## src/rtl/id_scoreboard.sv

```systemverilog
// Register-dependency scoreboard for the ID stage: per-register pending-write
// counters gate issue on RAW hazards and WAW counter saturation.
module id_scoreboard #(
  parameter int NREG  = 32,
  parameter int CNT_W = 2
) (
  input  logic        clk,
  input  logic        reset,
  input  logic        ds_valid,
  input  logic        es_allowin,
  input  logic [4:0]  ds_src1_addr,
  input  logic        ds_src1_used,
  input  logic [4:0]  ds_src2_addr,
  input  logic        ds_src2_used,
  input  logic [4:0]  ds_dest,
  input  logic        ds_gr_we,
  input  logic        wb_we,
  input  logic [4:0]  wb_waddr,
  input  logic        flush,
  output logic        ds_ready_go,
  output logic        sb_busy,
  output logic [31:0] stall_cycles
);

  localparam logic [CNT_W-1:0] CNT_MAX = '1;
  localparam logic [CNT_W-1:0] CNT_ONE = CNT_W'(1);

  // r0 is hard-wired zero, so no counter exists for it.
  logic [CNT_W-1:0] pend_q [1:NREG-1];
  logic [CNT_W-1:0] pend_d [1:NREG-1];
  logic [31:0]      stall_cycles_q, stall_cycles_d;

  logic [CNT_W-1:0] src1_cnt, src2_cnt, dest_cnt, ret_cnt;
  logic             raw1, raw2, waw_full;
  logic             iss, ret;

  // NOTE: every variable written in an always_comb gets a default at the top,
  // otherwise a missed branch infers a latch.
  always_comb begin
    src1_cnt = '0;
    src2_cnt = '0;
    dest_cnt = '0;
    ret_cnt  = '0;
    for (int r = 1; r < NREG; r++) begin
      if (ds_src1_addr == 5'(r)) src1_cnt = pend_q[r];
      if (ds_src2_addr == 5'(r)) src2_cnt = pend_q[r];
      if (ds_dest      == 5'(r)) dest_cnt = pend_q[r];
      if (wb_waddr     == 5'(r)) ret_cnt  = pend_q[r];
    end
  end

  // Hazards look only at registered counters: a register retiring this cycle
  // stays blocked until the regfile has actually been written.
  always_comb begin
    raw1        = ds_src1_used && (ds_src1_addr != 5'd0) && (src1_cnt != '0);
    raw2        = ds_src2_used && (ds_src2_addr != 5'd0) && (src2_cnt != '0);
    waw_full    = ds_gr_we && (ds_dest != 5'd0) && (dest_cnt == CNT_MAX);
    ds_ready_go = !(raw1 || raw2 || waw_full);
    iss         = ds_valid && ds_ready_go && es_allowin && ds_gr_we && (ds_dest != 5'd0);
    ret         = wb_we && (wb_waddr != 5'd0);
  end

  always_comb begin
    for (int r = 1; r < NREG; r++) begin
      pend_d[r] = pend_q[r];
      if (flush) begin
        pend_d[r] = '0;
      end else begin
        if (iss && (ds_dest == 5'(r)) && !(ret && (wb_waddr == 5'(r)))) begin
          if (pend_q[r] != CNT_MAX) pend_d[r] = pend_q[r] + CNT_ONE;
        end else if (ret && (wb_waddr == 5'(r)) && !(iss && (ds_dest == 5'(r)))) begin
          if (pend_q[r] != '0) pend_d[r] = pend_q[r] - CNT_ONE;
        end
      end
    end
  end

  always_comb begin
    stall_cycles_d = stall_cycles_q;
    if (ds_valid && !ds_ready_go) stall_cycles_d = stall_cycles_q + 32'd1;
  end

  // NOTE: the counters are ordinary flops read by the hazard logic every
  // cycle, so all of them are reset; a stale count would block issue forever.
  // Sequential state uses non-blocking assignments only.
  always_ff @(posedge clk or posedge reset) begin
    if (reset) begin
      for (int r = 1; r < NREG; r++) pend_q[r] <= '0;
      stall_cycles_q <= '0;
    end else begin
      for (int r = 1; r < NREG; r++) pend_q[r] <= pend_d[r];
      stall_cycles_q <= stall_cycles_d;
    end
  end

  always_comb begin
    sb_busy = 1'b0;
    for (int r = 1; r < NREG; r++) begin
      if (pend_q[r] != '0) sb_busy = 1'b1;
    end
  end

  assign stall_cycles = stall_cycles_q;

  // A retire with no matching outstanding write means the pipeline lost track.
  ret_on_idle_reg: assert property (@(posedge clk) disable iff (reset)
    (ret && !flush) |-> (ret_cnt != '0));

endmodule

```

## config.mk

```make
export PLATFORM = sky130hd
export DESIGN_NAME = id_scoreboard
export DESIGN_NICKNAME = d
export VERILOG_FILES = /design/src/rtl/id_scoreboard.sv
export SDC_FILE = /design/constraint.sdc
export NUM_CORES = 1
export LEC_CHECK = 0
export BUFFER_PORTS_ARGS = -buffer_cell sky130_fd_sc_hd__buf_4
export CAP_MARGIN = 30
export CORE_MARGIN = 8
export CORE_UTILIZATION = 40
export CTS_BUF_LIST = sky130_fd_sc_hd__clkbuf_16
export DETAILED_ROUTE_END_ITERATION = 8
export PLACE_DENSITY = 0.68
export SLEW_MARGIN = 30
export SYNTH_ARGS = -nofsm -noshare
export SYNTH_HDL_FRONTEND = slang
export SYNTH_SLANG_ARGS = --single-unit
export TNS_END_PERCENT = 1
```

## constraint.sdc

```tcl
create_clock -name clk -period 9.4 [get_ports clk]
set_clock_uncertainty 0.2 [all_clocks]
set_input_delay 0.47 -clock clk [delete_from_list [all_inputs] [get_ports clk]]
set_output_delay 0.47 -clock clk [all_outputs]
set_load 0.1 [all_outputs]
```

# Word level (Yosys, flattened, before mapping)
# Cells that the tools add are included.
dict set report word_totals {
  ff_bits 94
  in_bits 29
  output_inout_bits 34
  word_cells 892
}
dict set report classes {
  n_addsub 63
  n_eq_ne 187
  muxes 279
  n_reduce_logical 331
}
# op count
set op_table {}
lappend op_table {{two-way mux 2 bit} 248}
lappend op_table {{equality test 5 bit, second input constant} 64}
lappend op_table {{nonzero test 3 bit} 62}
lappend op_table {{equality test 5 x 4 -> 1 bit, second input constant} 32}
lappend op_table {{logical AND 1 bit} 136}
lappend op_table {{!= test 3 x 2 -> 1 bit, second input constant} 31}
lappend op_table {{AND reduction 3 bit} 31}
lappend op_table {{equality test 5 x 3 -> 1 bit, second input constant} 16}
lappend op_table {{nonzero test 2 bit} 33}
lappend op_table {{zero test 1 bit} 63}
lappend op_table {{adder 2 x 1 -> 2 bit, second input constant} 31}
lappend op_table {{!= test 2 bit, second input constant} 31}
lappend op_table {{subtractor 2 x 1 -> 2 bit, second input constant} 31}
lappend op_table {{equality test 5 x 2 -> 1 bit, second input constant} 8}
lappend op_table {{adder 32 x 1 -> 32 bit, second input constant} 1}
lappend op_table {{two-way mux 1 bit} 31}
lappend op_table {{equality test 5 x 1 -> 1 bit, second input constant} 4}
lappend op_table {{nonzero test 5 bit} 4}
lappend op_table {{equality test 2 bit, second input constant} 1}
lappend op_table {{logical OR 1 bit} 2}

# Longest topological paths before layout
# Gate-level depths: netlist of the first run.
dict set report logic_depth {
  word_depth 47
  depth_mapped 14
}

# Worst setup path after synthesis of the first run
# Ideal clock, no wire load.
dict set report synth_timing {
  kind {input-to-reg}
  start {input ds_dest[0]}
  end {register stall_cycles_q[15], in the netlist stall_cycles[15]}
  setup_ns 0.164
  arrival_ns 3.712
  path_slack_ns 5.324
  cell_stages 11
  path_buffers 2
  path_cell_list {buf_4 inv_2 mux4_2 o32ai_1 a32oi_1 nor4_1 o41ai_2 nor3_1 clkbuf_1 nor3_1 xor2_1}
}
dict set report synth_via {
  elab_chain_len 36
  word_cells_on_any_way 68
  cone_classes {32 x eq/ne; 31 x mux; 5 x reduce/logical}
}
# item line_no
set synth_rtl {}
lappend synth_rtl {{start, declared} 15} ;# input logic [4:0] ds_dest,
lappend synth_rtl {{equality test 5 x 1 -> 1 bit} 47} ;# if (ds_dest == 5'(r)) dest_cnt = pend_q[r];
lappend synth_rtl {{two-way mux 2 bit (31 in series)} 47}
lappend synth_rtl {{equality test 2 bit} 57} ;# waw_full = ds_gr_we && (ds_dest != 5'd0) && (dest_cnt == CNT_MAX);
lappend synth_rtl {{logical AND 1 bit *} 57}
lappend synth_rtl {{logical OR 1 bit *} 58} ;# ds_ready_go = !(raw1 || raw2 || waw_full);
lappend synth_rtl {{logical AND 1 bit *} 80} ;# if (ds_valid && !ds_ready_go) stall_cycles_d = stall_cycles_q + 32'd1;
lappend synth_rtl {{end signal, assigned} 92} ;# stall_cycles_q <= stall_cycles_d;
lappend synth_rtl {{end, declared} 31} ;# logic [31:0] stall_cycles_q, stall_cycles_d;
# Every way passes the cells marked *; elsewhere a longest branch is shown, timed or not.
# A chain may end at the register's enable or synchronous reset.

# Worst setup path after layout of the first run
dict set report layout_timing {
  start {input ds_dest[0]}
  end {output ds_ready_go}
}
dict set report layout_via {
  elab_chain_len 36
  word_cells_on_any_way 68
  cone_classes {32 x eq/ne; 31 x mux; 5 x reduce/logical}
}
# item line_no
set layout_rtl {}
lappend layout_rtl {{equality test 5 x 1 -> 1 bit} 47}
lappend layout_rtl {{two-way mux 2 bit (31 in series)} 47}
lappend layout_rtl {{equality test 2 bit} 57}
lappend layout_rtl {{logical AND 1 bit *} 57}
lappend layout_rtl {{logical OR 1 bit *} 58}
lappend layout_rtl {{zero test 1 bit *} 58}
lappend layout_rtl {{end, declared} 20} ;# output logic ds_ready_go,
# Marks and branches as above.

==> qor.yml, run 1 <==
global_routing:
  grt_pass1_wl_um: 53500
  antenna_found_initial: 0
  grt_use_total_pct: 23.8
  grt_max_degree: 89
  grt-ovfl-total: 0
  grt_pass1_vias: 9207
worst_setup_path:
  critPathLaunchType: "input pin"
  crit_type: "input pin to primary output"
  r2r_setup_slack_ps: 5440
  critPathCaptureType: "primary output"
  crit_fanout: 54
  arrival_ps: 3800
  required_ps: 8730
layout:
  utilization_pct: 44.6
  drive_gt1_share_pct: 13.0
  layout_common_cells: "nor2_1, nand2_1, dfrtp_1, nand3_1, buf_4"
  final_cells: 1442
  fin_nets: 1187
  fill_cells: 2220
  num_antenna_cells: 0
  layout_commonest_cell: "nor2_1"
  syn_to_final_growth_pct: 8.73
detailed_routing:
  drt-met1-wl_um: 14400
  post_drt_wl_per_cell_um: 23.6
  drtIter0Drc: 1342
  dr_wl_met3_um: 3910
  ant_nets: 0
  dr.pass1.iters: 8
  via_count: 9885
  drt-total-wl_um: 34100
  wl_met2_um: 14100
  dr.max_layer_used: "met4"
  viasPerCell: 6.86
  drc: 0
die:
  die_y_um: 166
  core_area_sq_mm: 0.0219
  start_util_pct: 41.0
  row_count: 54
  die_x_um: 166
  die_area_sq_mm: 0.0275
  io_pins: 63
pwr:
  pwr-share-seq_pct: 37.8
  switching_share_pct: 40.1
  clockPowerShare_pct: 33.7
  netSwitchingPower_mw: 0.458
  power_density_mw_per_mm2: 117
  power.internal_mw: 0.684
  leakagePower_nw: 3.83
  finalPower_mw: 1.14
  ir_worst_vdd_mv: 0.208
  combPwrFrac_pct: 28.6
placed_design:
  port_buffers: 62
  dp_cells: 1425
  gp_congestion: 1.03
  hpwlAfterDp_um: 23800
clock_network:
  numCtsBuffers: 9
  clk_pin_slew_worst_paths_ps: 70
  clk_path_buf_depth: 2
  cts_setup_buffers: 0
  cts_sinks: 94
  ctsRootBufferMaster: "clkbuf_16"
  clkLatencyLatePin_ps: 360
  cts_resized: 0
  htreeDepth: 3
  tritoncts: "built"
synthesis:
  syn_area_sq_mm: 0.00897
  synth-edff-count: 0
  synth_nets: 1217
  async_reset_ff_share_pct: 100
  synth_top_area_cell: "dfrtp_1"
  synthCells: 1187
  ys.flop_type: "dfrtp_1"
  synth-seq-cells: 94
  yosysWarnings: 0
  syn_area_per_cell_sq_um: 7.56
  seq_area_frac_synth_pct: 26.2
  synth_top_area_share_pct: 26.2
  synth.distinct_cells: 89
  synthTopCellsByArea: "dfrtp_1, nand3_1, nor2_1"
timing:
  fin_tns_setup_ps: 0
  rsz0062_at_grt: "false"
  slew_headroom_pct: 34.9
  setup_viol: 0
  period_share_pct: 47.6
  finalMaxSlewViolations: 0
  tightestPinTransition_ps: 975
  final_hold_viol_count: 0
  period_minus_slack_ps: 4470
  fmax_mhz: 223
min_path:
  hp-class: "input pin to flip-flop"
outcome:
  outcome: "finished, final reports clean"
flow_run:
  maxCapViolCount: 0
logic make-up (layout without fill, tap and decap cells):
kind of cell,count (synthesis),after routing,synth area share [%]
XOR/XNOR,32,32,3.12
multiplexers,23,23,3.14
flip-flops,94,94,26.2
adder cells (fa/ha/maj),1,1,0.139
AO/OA/AOI/OAI,291,291,23.0
AND/OR/NAND/NOR,599,599,37.6
buffers and inverters,147,122,6.77
final timing paths:
kind,startpoint,endpoint,cells past startpoint
setup / recovery,ds_dest[0],ds_ready_go,11
max in group asynchronous,reset,pend_q[35]$_DFFE_PP0P_,4
min in group asynchronous,reset,pend_q[8]$_DFFE_PP0P_,3
hold / removal,ds_valid,stall_cycles[0]$_DFFE_PP0P_,3
hold reg to reg,stall_cycles[31]$_DFFE_PP0P_,stall_cycles[31]$_DFFE_PP0P_,1
setup reg to reg,pend_q[22]$_DFFE_PP0P_,stall_cycles[19]$_DFFE_PP0P_,11
power groups by stage:
| stage | clock [mW] | combinational, mW | sequential [mW] |
|---|---|---|---|
| floorplan | 0 | 0.162 | 0.518 |
| global placement | 0 | 0.320 | 0.439 |
| detailed placement | 0 | 0.321 | 0.439 |
| CTS | 0.387 | 0.322 | 0.431 |
| global route | 0.405 | 0.346 | 0.434 |
| finish | 0.385 | 0.326 | 0.431 |
cells in the mapped netlist, drive strengths merged, types with 7 or more instances:
cell type  instances
a32oi              8
nor4b             17
or3b               7
o21bai             7
or3               13
nand2             97
o211ai            21
nor3b             16
clkbuf            70
nor2             102
o22ai             13
or2                8
a32o              10
a2111oi            8
nand3             83
and3              24
and2               8
o21ai             56
mux2              11
xor2              28
inv               28
a21oi             54
nor4              72
nor3              62
nand2b            17
a21o              14
buf               47
nand4             17
a211oi            10
nor2b             19
o2111ai           10
o311ai             7
mux2i              9
dfrtp             94
critical path, stage by stage:
cell and delay, ps:
buf_4 450, nor2b_1 850, and4_1 300, a311oi_1 60
nand3_1 130, nor4_1 90, o41ai_4 440, buf_4 380
nor3_2 60, buf_4 260, buf_4 280
sequential cells by signal, summed over array words and instances, names as in the netlist:
| register | cells |
|---|---|
| pend_q | 62 |
| stall_cycles | 32 |
what timing repair did:
| item | in CTS | in global routing |
|---|---|---|
| hold buffers | 1 | 0 |
| setup endpoints to repair | 0 | 0 |
| endpoints found under the hold margin | 40 | 0 |
layer usage:
metal / track usage, % / vias up
met5: 0 / -
met4: 12.6 / 0
met3: 5.18 / 138
met2: 34.3 / 567
met1: 32.4 / 4737
li1: - / 4443
through the flow:
stage	cell area (sq um)	setup WS, ps	hold WS (ps)
after floorplan	8970	5320	305
after global placement	9430	5090	265
after detailed placement	9430	5040	265
after CTS	9750	5020	245
after global routing	9750	4640	290
final	9750	4930	250
layout make-up:
type / count / area (sq um) / area share [%]
multi-input cells: 946 / 6060 / 62.1
flip-flops and latches: 94 / 2350 / 24.1
repair buffers: 76 / 573 / 5.88
well taps: 280 / 350 / 3.59
clock buffers: 9 / 225 / 2.31
inverters: 30 / 115 / 1.18
clock inverters: 7 / 80.1 / 0.821
No activity file was read; power rests on OpenSTA's default activity.
==> run 2: changes to the inputs <==
==> constraint.sdc (replaced) <==
create_clock -name clk -period 4.36 [get_ports clk]
set_clock_uncertainty 0.2 [all_clocks]
set_input_delay 0.218 -clock clk [delete_from_list [all_inputs] [get_ports clk]]
set_output_delay 0.218 -clock clk [all_outputs]
set_load 0.1 [all_outputs]
==> run 2 against run 1 <==
Largest power group unchanged. Critical endpoint unchanged. Utilization rose by 0.98 points. Final cell count rose by 1.9%. Flip-flop and latch count unchanged. Highest routed layer unchanged. Clock power increased by 110%. Non-clock buffer count is 27 higher. Critical path depth is 3 lower.
==> qor.yml, run 2 (same netlist as run 1, synthesis figures left out) <==
timing:
  period_minus_slack_ps: 4010
  final_hold_viol_count: 0  # unchanged
  rsz0062_at_grt: "false"  # unchanged
  whs_ps: 112  # was 250 ps
  fin_tns_setup_ps: 0  # unchanged
  fmax_mhz: 249
  period_share_pct: 91.9
  tightestPinTransition_ps: 871  # was 975 ps
  setup_viol: 0  # unchanged
  slew_headroom_pct: 41.8  # was 34.9%
  worst_slack_ps: 351  # was 4930 ps
  finalMaxSlewViolations: 0  # unchanged
detailed_routing:
  post_drt_wl_per_cell_um: 23.8  # was 23.6 um
  drt-total-wl_um: 35000  # was 34100 um
  ant_nets: 0  # unchanged
  viasPerCell: 6.81  # was 6.86
  dr.pass1.iters: 6  # was 8
  via_count: 9997  # was 9885
  drtIter0Drc: 1447  # was 1342
  drc: 0  # unchanged
layout:
  syn_to_final_growth_pct: 11.1  # was 8.73%
  num_antenna_cells: 0  # unchanged
  fin_nets: 1214  # was 1187
  fill_cells: 2197  # was 2220
  drive_gt1_share_pct: 14.9  # was 13.0%
  largest_reg_flops: 62  # unchanged
  top_register: "pend_q"  # unchanged
  final_cell_area_sq_mm: 0.00997  # was 0.00975 sq mm
  utilization_pct: 45.5  # was 44.6%
  layout_commonest_cell: "nor2_1"  # unchanged
  layout_common_cells: "nor2_1, buf_4, nand2_1, dfrtp_1, nand3_1"  # was nor2_1, nand2_1, dfrtp_1, nand3_1, buf_4
pwr:
  power_density_mw_per_mm2: 248  # was 117 mW/mm^2
  leakagePower_nw: 3.97  # was 3.83 nW
  ir_worst_vdd_mv: 0.369  # was 0.208 mV
worst_setup_path:
  crit_type: "flip-flop to primary output"  # was input pin to primary output
  crit_start: "pend_q[4]$_DFFE_PP0P_"  # was ds_dest[0]
  crit_end: "ds_ready_go"  # unchanged
  reg2reg_to: "stall_cycles[19]$_DFFE_PP0P_"  # unchanged
  arrival_ps: 3590  # was 3800 ps
  crit_fanout: 32  # was 54
  r2r_setup_slack_ps: 550  # was 5440 ps
  worst_r2r_path_depth: 9  # was 11
  critPathLaunchType: "flip-flop"  # was input pin
  path_cells: "nor2_1, mux4_2, a211oi_1, nand2_1, o311ai_4, nor3_2, buf_12, buf_4"  # was buf_4, nor2b_1, and4_1, a311oi_1, nand3_1, nor4_1, o41ai_4, buf_4, nor3_2, buf_4, buf_4
  required_ps: 3940  # was 8730 ps
  cp_slowest_cell: "o311ai_4"  # was nor2b_1
  worst_path_largest_cell_delay_ps: 790  # was 850 ps
  critPathCaptureType: "primary output"  # unchanged
  r2r_start: "pend_q[4]$_DFFE_PP0P_"  # was pend_q[22]$_DFFE_PP0P_
clock_network:
  htreeDepth: 3  # unchanged
  cts_sinks: 94  # unchanged
  cts_setup_buffers: 0  # unchanged
  clkLatencyLatePin_ps: 360  # about the same
  clk_path_buf_depth: 2  # unchanged
  cts_resized: 0  # unchanged
  tritoncts: "built"  # unchanged
  numCtsBuffers: 9  # unchanged
  ctsRootBufferMaster: "clkbuf_16"  # unchanged
  clk_pin_slew_worst_paths_ps: 70  # about the same
global_routing:
  grt-ovfl-total: 0  # unchanged
  grt_pass1_vias: 9320  # was 9207
  grt_max_degree: 73  # was 89
  antenna_found_initial: 0  # unchanged
  grt_use_total_pct: 24.4  # was 23.8%
  grt_pass1_wl_um: 54500  # was 53500 um
flow_run:
  maxCapViolCount: 0  # unchanged
die:
  die_area_sq_mm: 0.0275  # unchanged
  row_count: 54  # unchanged
  die_x_um: 166  # unchanged
  die_y_um: 166  # unchanged
  core_area_sq_mm: 0.0219  # unchanged
  io_pins: 63  # unchanged
  start_util_pct: 41.0  # unchanged
placed_design:
  port_buffers: 62  # unchanged
  gp_congestion: 1.02  # was 1.03
  place_ws_ps: 531  # was 5040 ps
  hpwlAfterDp_um: 25500  # was 23800 um
  place_area_sq_mm: 0.00964  # was 0.00943 sq mm
min_path:
  hp-class: "input pin to flip-flop"  # unchanged
outcome:
  outcome: "finished, final reports clean"  # unchanged
==> run 2: cell count changes in the layout (fill, tap and decap cells not counted) <==
cell | before | now
buf_12 | 0 | 1
buf_4 | 75 | 100
clkinv_4 | 1 | 2
clkinv_8 | 2 | 1
dlygate4sd3_1 | 1 | 2
inv_4 | 1 | 0
inv_8 | 2 | 3
==> run 2: per-stage QoR <==
step	cells	total power [mW]
2_1_floorplan	1187	1.47
3_3_place_gp	1451	1.66
3_5_place_dp	1451	1.66
4_1_cts	1469	2.47
5_1_grt	1469	2.56
6_report	1469	2.47
==> run 2: how the worst min path moves through the flow <==
stage	startpoint	end	slack, ps	cells past startpoint
6_report	ds_dest[0]	pend_q[28]$_DFFE_PP0P_	110	3
5_1_grt	flush	pend_q[5]$_DFFE_PP0P_	150	2
4_1_cts	ds_dest[0]	pend_q[28]$_DFFE_PP0P_	110	3
3_5_place_dp	stall_cycles[31]$_DFFE_PP0P_	stall_cycles[31]$_DFFE_PP0P_	260	1
3_3_place_gp	stall_cycles[31]$_DFFE_PP0P_	stall_cycles[31]$_DFFE_PP0P_	260	1
2_1_floorplan	ds_valid	stall_cycles[0]$_DFFE_PP0P_	210	2
==> run 2: final cells by class <==
cell class	instances	area, sq um	share of cell area (%)
sequential	94	2350	23.6
inverter	30	118	1.18
timing repair buffer	103	791	7.93
clock inverter	7	75.1	0.753
clock buffer	9	225	2.26
tap	280	350	3.51
multi-input combinational	946	6060	60.8
==> run 2: critical path: cells and delay by family, from the launching register on <==
| family | cells | cell delay (ps) |
|---|---|---|
| buffers and inverters | 2 | 450 |
| and+or+nand+nor | 3 | 520 |
| AOI/OAI and AO/OA | 2 | 1170 |
| DFF | 1 | 530 |
| muxes | 1 | 520 |
==> run 2: power by group <==
group / switching [mW] / internal [mW]
Combinational: 0.542 / 0.183
Sequential: 0.0334 / 0.897
Clock: 0.407 / 0.407
==> run 2: routing by layer <==
layer / GRT usage (%) / wire [um] / vias to the layer above
met2: 35.3 / 14700 / 636
met4: 12.0 / 1690 / 0
met3: 5.58 / 3970 / 123
met5: 0 / 0 / -
li1: - / - / 4495
met1: 33.5 / 14600 / 4743
==> run 2: what timing repair did <==
item                                    in CTS  in global routing
endpoints found under the setup margin       0                  0
hold endpoints to repair                    72                  0
hold buffers                                 2                  0
==> run 3: changes to the inputs <==
--- a/config.mk
+++ b/config.mk
@@ -5,13 +5,13 @@
 export SDC_FILE = /design/constraint.sdc
 export NUM_CORES = 1
 export LEC_CHECK = 0
-export BUFFER_PORTS_ARGS = -buffer_cell sky130_fd_sc_hd__buf_4
 export CAP_MARGIN = 30
 export CORE_MARGIN = 8
 export CORE_UTILIZATION = 40
 export CTS_BUF_LIST = sky130_fd_sc_hd__clkbuf_16
 export DETAILED_ROUTE_END_ITERATION = 8
-export PLACE_DENSITY = 0.68
+export DONT_BUFFER_PORTS = 1
+export PLACE_DENSITY = 0.65
 export SLEW_MARGIN = 30
 export SYNTH_ARGS = -nofsm -noshare
 export SYNTH_HDL_FRONTEND = slang
==> run 3 against run 2 <==
Critical path depth grew 3. Wire length shrank 0.59%. Hold slack lost 97 ps. Sequential share of layout area grew 0.60 points. Flip-flop and latch count is the same. Utilization shrank 1.1 points. Register-to-register slack is essentially flat. Sequential power grew 2%. Final area shrank 2.5%. Critical endpoint unchanged. Largest cell class unchanged. Largest power group unchanged. Highest routed layer unchanged.
==> qor.yml, run 3 (same netlist as run 1, synthesis figures left out) <==
global_routing:
  grt_use_total_pct: 24.2  # was 24.4%
  use_met1_pct: 32.5  # was 33.5%
  grt_pass1_wl_um: 54000  # was 54500 um
  antenna_found_initial: 0  # unchanged
  grt-ovfl-total: 0  # unchanged
  grt.met3_usage_pct: 6.15  # was 5.58%
  grt_max_degree: 83  # was 73
  use_met2_pct: 35.9  # was 35.3%
  busiest_layer: "met2"  # unchanged
  grt_pass1_vias: 9086  # was 9320
layout:
  syn_to_final_growth_pct: 8.40  # was 11.1%
  final_cell_area_sq_mm: 0.00972  # was 0.00997 sq mm
  fin_nets: 1174  # was 1214
  fill_cells: 2238  # was 2197
  final_cells: 1429  # was 1469
  top_register: "pend_q"  # unchanged
  multi_input_area_sq_mm: 0.00605  # was 0.00606 sq mm
  drive_gt1_share_pct: 11.2  # was 14.9%
  num_antenna_cells: 0  # unchanged
  layout_common_cells: "nor2_1, nand2_1, dfrtp_1, nand3_1, nor3_1"  # was nor2_1, buf_4, nand2_1, dfrtp_1, nand3_1
  layout_commonest_cell: "nor2_1"  # unchanged
  largest_reg_flops: 62  # unchanged
  seqCellArea_sq_mm: 0.00235  # unchanged
placed_design:
  gp_congestion: 1.02  # about the same
  dp_cells: 1403  # was 1451
  hpwlAfterDp_um: 24800  # was 25500 um
  port_buffers: 0  # was 62
  place_area_sq_mm: 0.00930  # was 0.00964 sq mm
worst_setup_path:
  arrival_ps: 3650  # was 3590 ps
  crit_top_cell: "buf_4"
  worst_r2r_path_depth: 10  # was 9
  critPathCaptureType: "primary output"  # unchanged
  critPathLaunchType: "input pin"  # was flip-flop
  required_ps: 3940  # about the same
  crit_type: "input pin to primary output"  # was flip-flop to primary output
  crit_fanout: 40  # was 32
  cp_slowest_cell: "dlygate4sd3_1"  # was o311ai_4
  path_cells: "dlygate4sd3_1, nor2_1, buf_4, nand4b_1, o21ai_0, a2111oi_0, a21oi_1, o41ai_4, nor3_2, buf_4, buf_16"  # was nor2_1, mux4_2, a211oi_1, nand2_1, o311ai_4, nor3_2, buf_12, buf_4
  timing.critical_path.buf_inv: 4  # was 2
  critical-path-top-delay-family: "buffers and inverters"  # was compound AO/OA/AOI/OAI gates
  worst_path_largest_cell_delay_ps: 1050  # was 790 ps
  crit_cells: 11  # was 8
clock_network:
  htreeDepth: 3  # unchanged
  clk_path_buf_depth: 2  # unchanged
  clk_pin_slew_worst_paths_ps: 80  # was 70 ps
  cts_sinks: 94  # unchanged
  ctsRootBufferMaster: "clkbuf_16"  # unchanged
  numCtsBuffers: 9  # unchanged
  hold_buffers: 10  # was 2
  cts_resized: 0  # unchanged
  cts_setup_buffers: 0  # unchanged
  tritoncts: "built"  # unchanged
  clkLatencyLatePin_ps: 360  # about the same
pwr:
  power_density_mw_per_mm2: 246  # was 248 mW/mm^2
  leakagePower_nw: 3.79  # was 3.97 nW
  ir_worst_vdd_mv: 0.297  # was 0.369 mV
die:
  die_y_um: 166  # unchanged
  die_area_sq_mm: 0.0275  # unchanged
  start_util_pct: 41.0  # unchanged
  io_pins: 63  # unchanged
  core_area_sq_mm: 0.0219  # unchanged
  die_x_um: 166  # unchanged
  row_count: 54  # unchanged
detailed_routing:
  viasPerCell: 6.87  # was 6.81
  drc: 0  # unchanged
  post_drt_wl_per_cell_um: 24.3  # was 23.8 um
  via_count: 9820  # was 9997
  ant_nets: 0  # unchanged
  drt-total-wl_um: 34800  # was 35000 um
  dr.pass1.iters: 7  # was 6
  drtIter0Drc: 1378  # was 1447
timing:
  setup_viol: 0  # unchanged
  period_minus_slack_ps: 4070  # was 4010 ps
  slew_headroom_pct: 34.2  # was 41.8%
  fin_tns_setup_ps: 0  # unchanged
  rsz0062_at_grt: "false"  # unchanged
  final_hold_viol_count: 0  # unchanged
  fmax_mhz: 246  # was 249 MHz
  tightestPinTransition_ps: 988  # was 871 ps
  period_share_pct: 93.3  # was 91.9%
  finalMaxSlewViolations: 0  # unchanged
flow_run:
  maxCapViolCount: 0  # unchanged
min_path:
  min_delay_path_depth: 2  # was 3
  hp-class: "input pin to flip-flop"  # unchanged
outcome:
  outcome: "finished, final reports clean"  # unchanged
[run 3: final cells by class]
type | count | area share (%)
Timing Repair Buffer | 63 | 5.67
Tap cell | 280 | 3.60
Sequential cell | 94 | 24.2
Inverter | 30 | 1.18
Clock inverter | 7 | 0.798
Multi-Input combinational cell | 946 | 62.2
Clock buffer | 9 | 2.32
[run 3: path summary, 6_finish.rpt]
| kind | from | to | slack [ps] |
|---|---|---|---|
| worst max-delay path | ds_dest[0] | ds_ready_go | 290 |
| worst min-delay path | wb_waddr[2] | pend_q[47]$_DFFE_PP0P_ | 20 |
| worst max register to register | pend_q[4]$_DFFE_PP0P_ | stall_cycles[16]$_DFFE_PP0P_ | 540 |
| worst min register to register | pend_q[34]$_DFFE_PP0P_ | pend_q[34]$_DFFE_PP0P_ | 450 |
| max in group asynchronous | reset | pend_q[28]$_DFFE_PP0P_ | 2640 |
| min in group asynchronous | reset | pend_q[9]$_DFFE_PP0P_ | 190 |
[run 3: metrics by stage]
step	hold WS (ps)	power, mW	worst slack [ps]	util, %
2_1_floorplan	214	1.47	536	-
3_3_place_gp	-18.6	1.55	620	42.4
3_5_place_dp	-18.7	1.56	635	42.5
4_1_cts	2.83	2.40	384	44.4
5_1_grt	29.6	2.48	182	44.4
6_report	15.5	2.39	291	44.4
[run 3: layer usage]
layer	wire, um	up-vias
li1	-	4407
met1	14400	4730
met2	14800	590
met3	4170	93
met4	1390	0
met5	0	-
[run 3: power by group]
part	internal [mW]	total, mW	switching [mW]
combinational	0.169	0.630	0.461
sequential	0.895	0.945	0.0496
clock	0.407	0.817	0.411
total	1.47	2.39	0.921
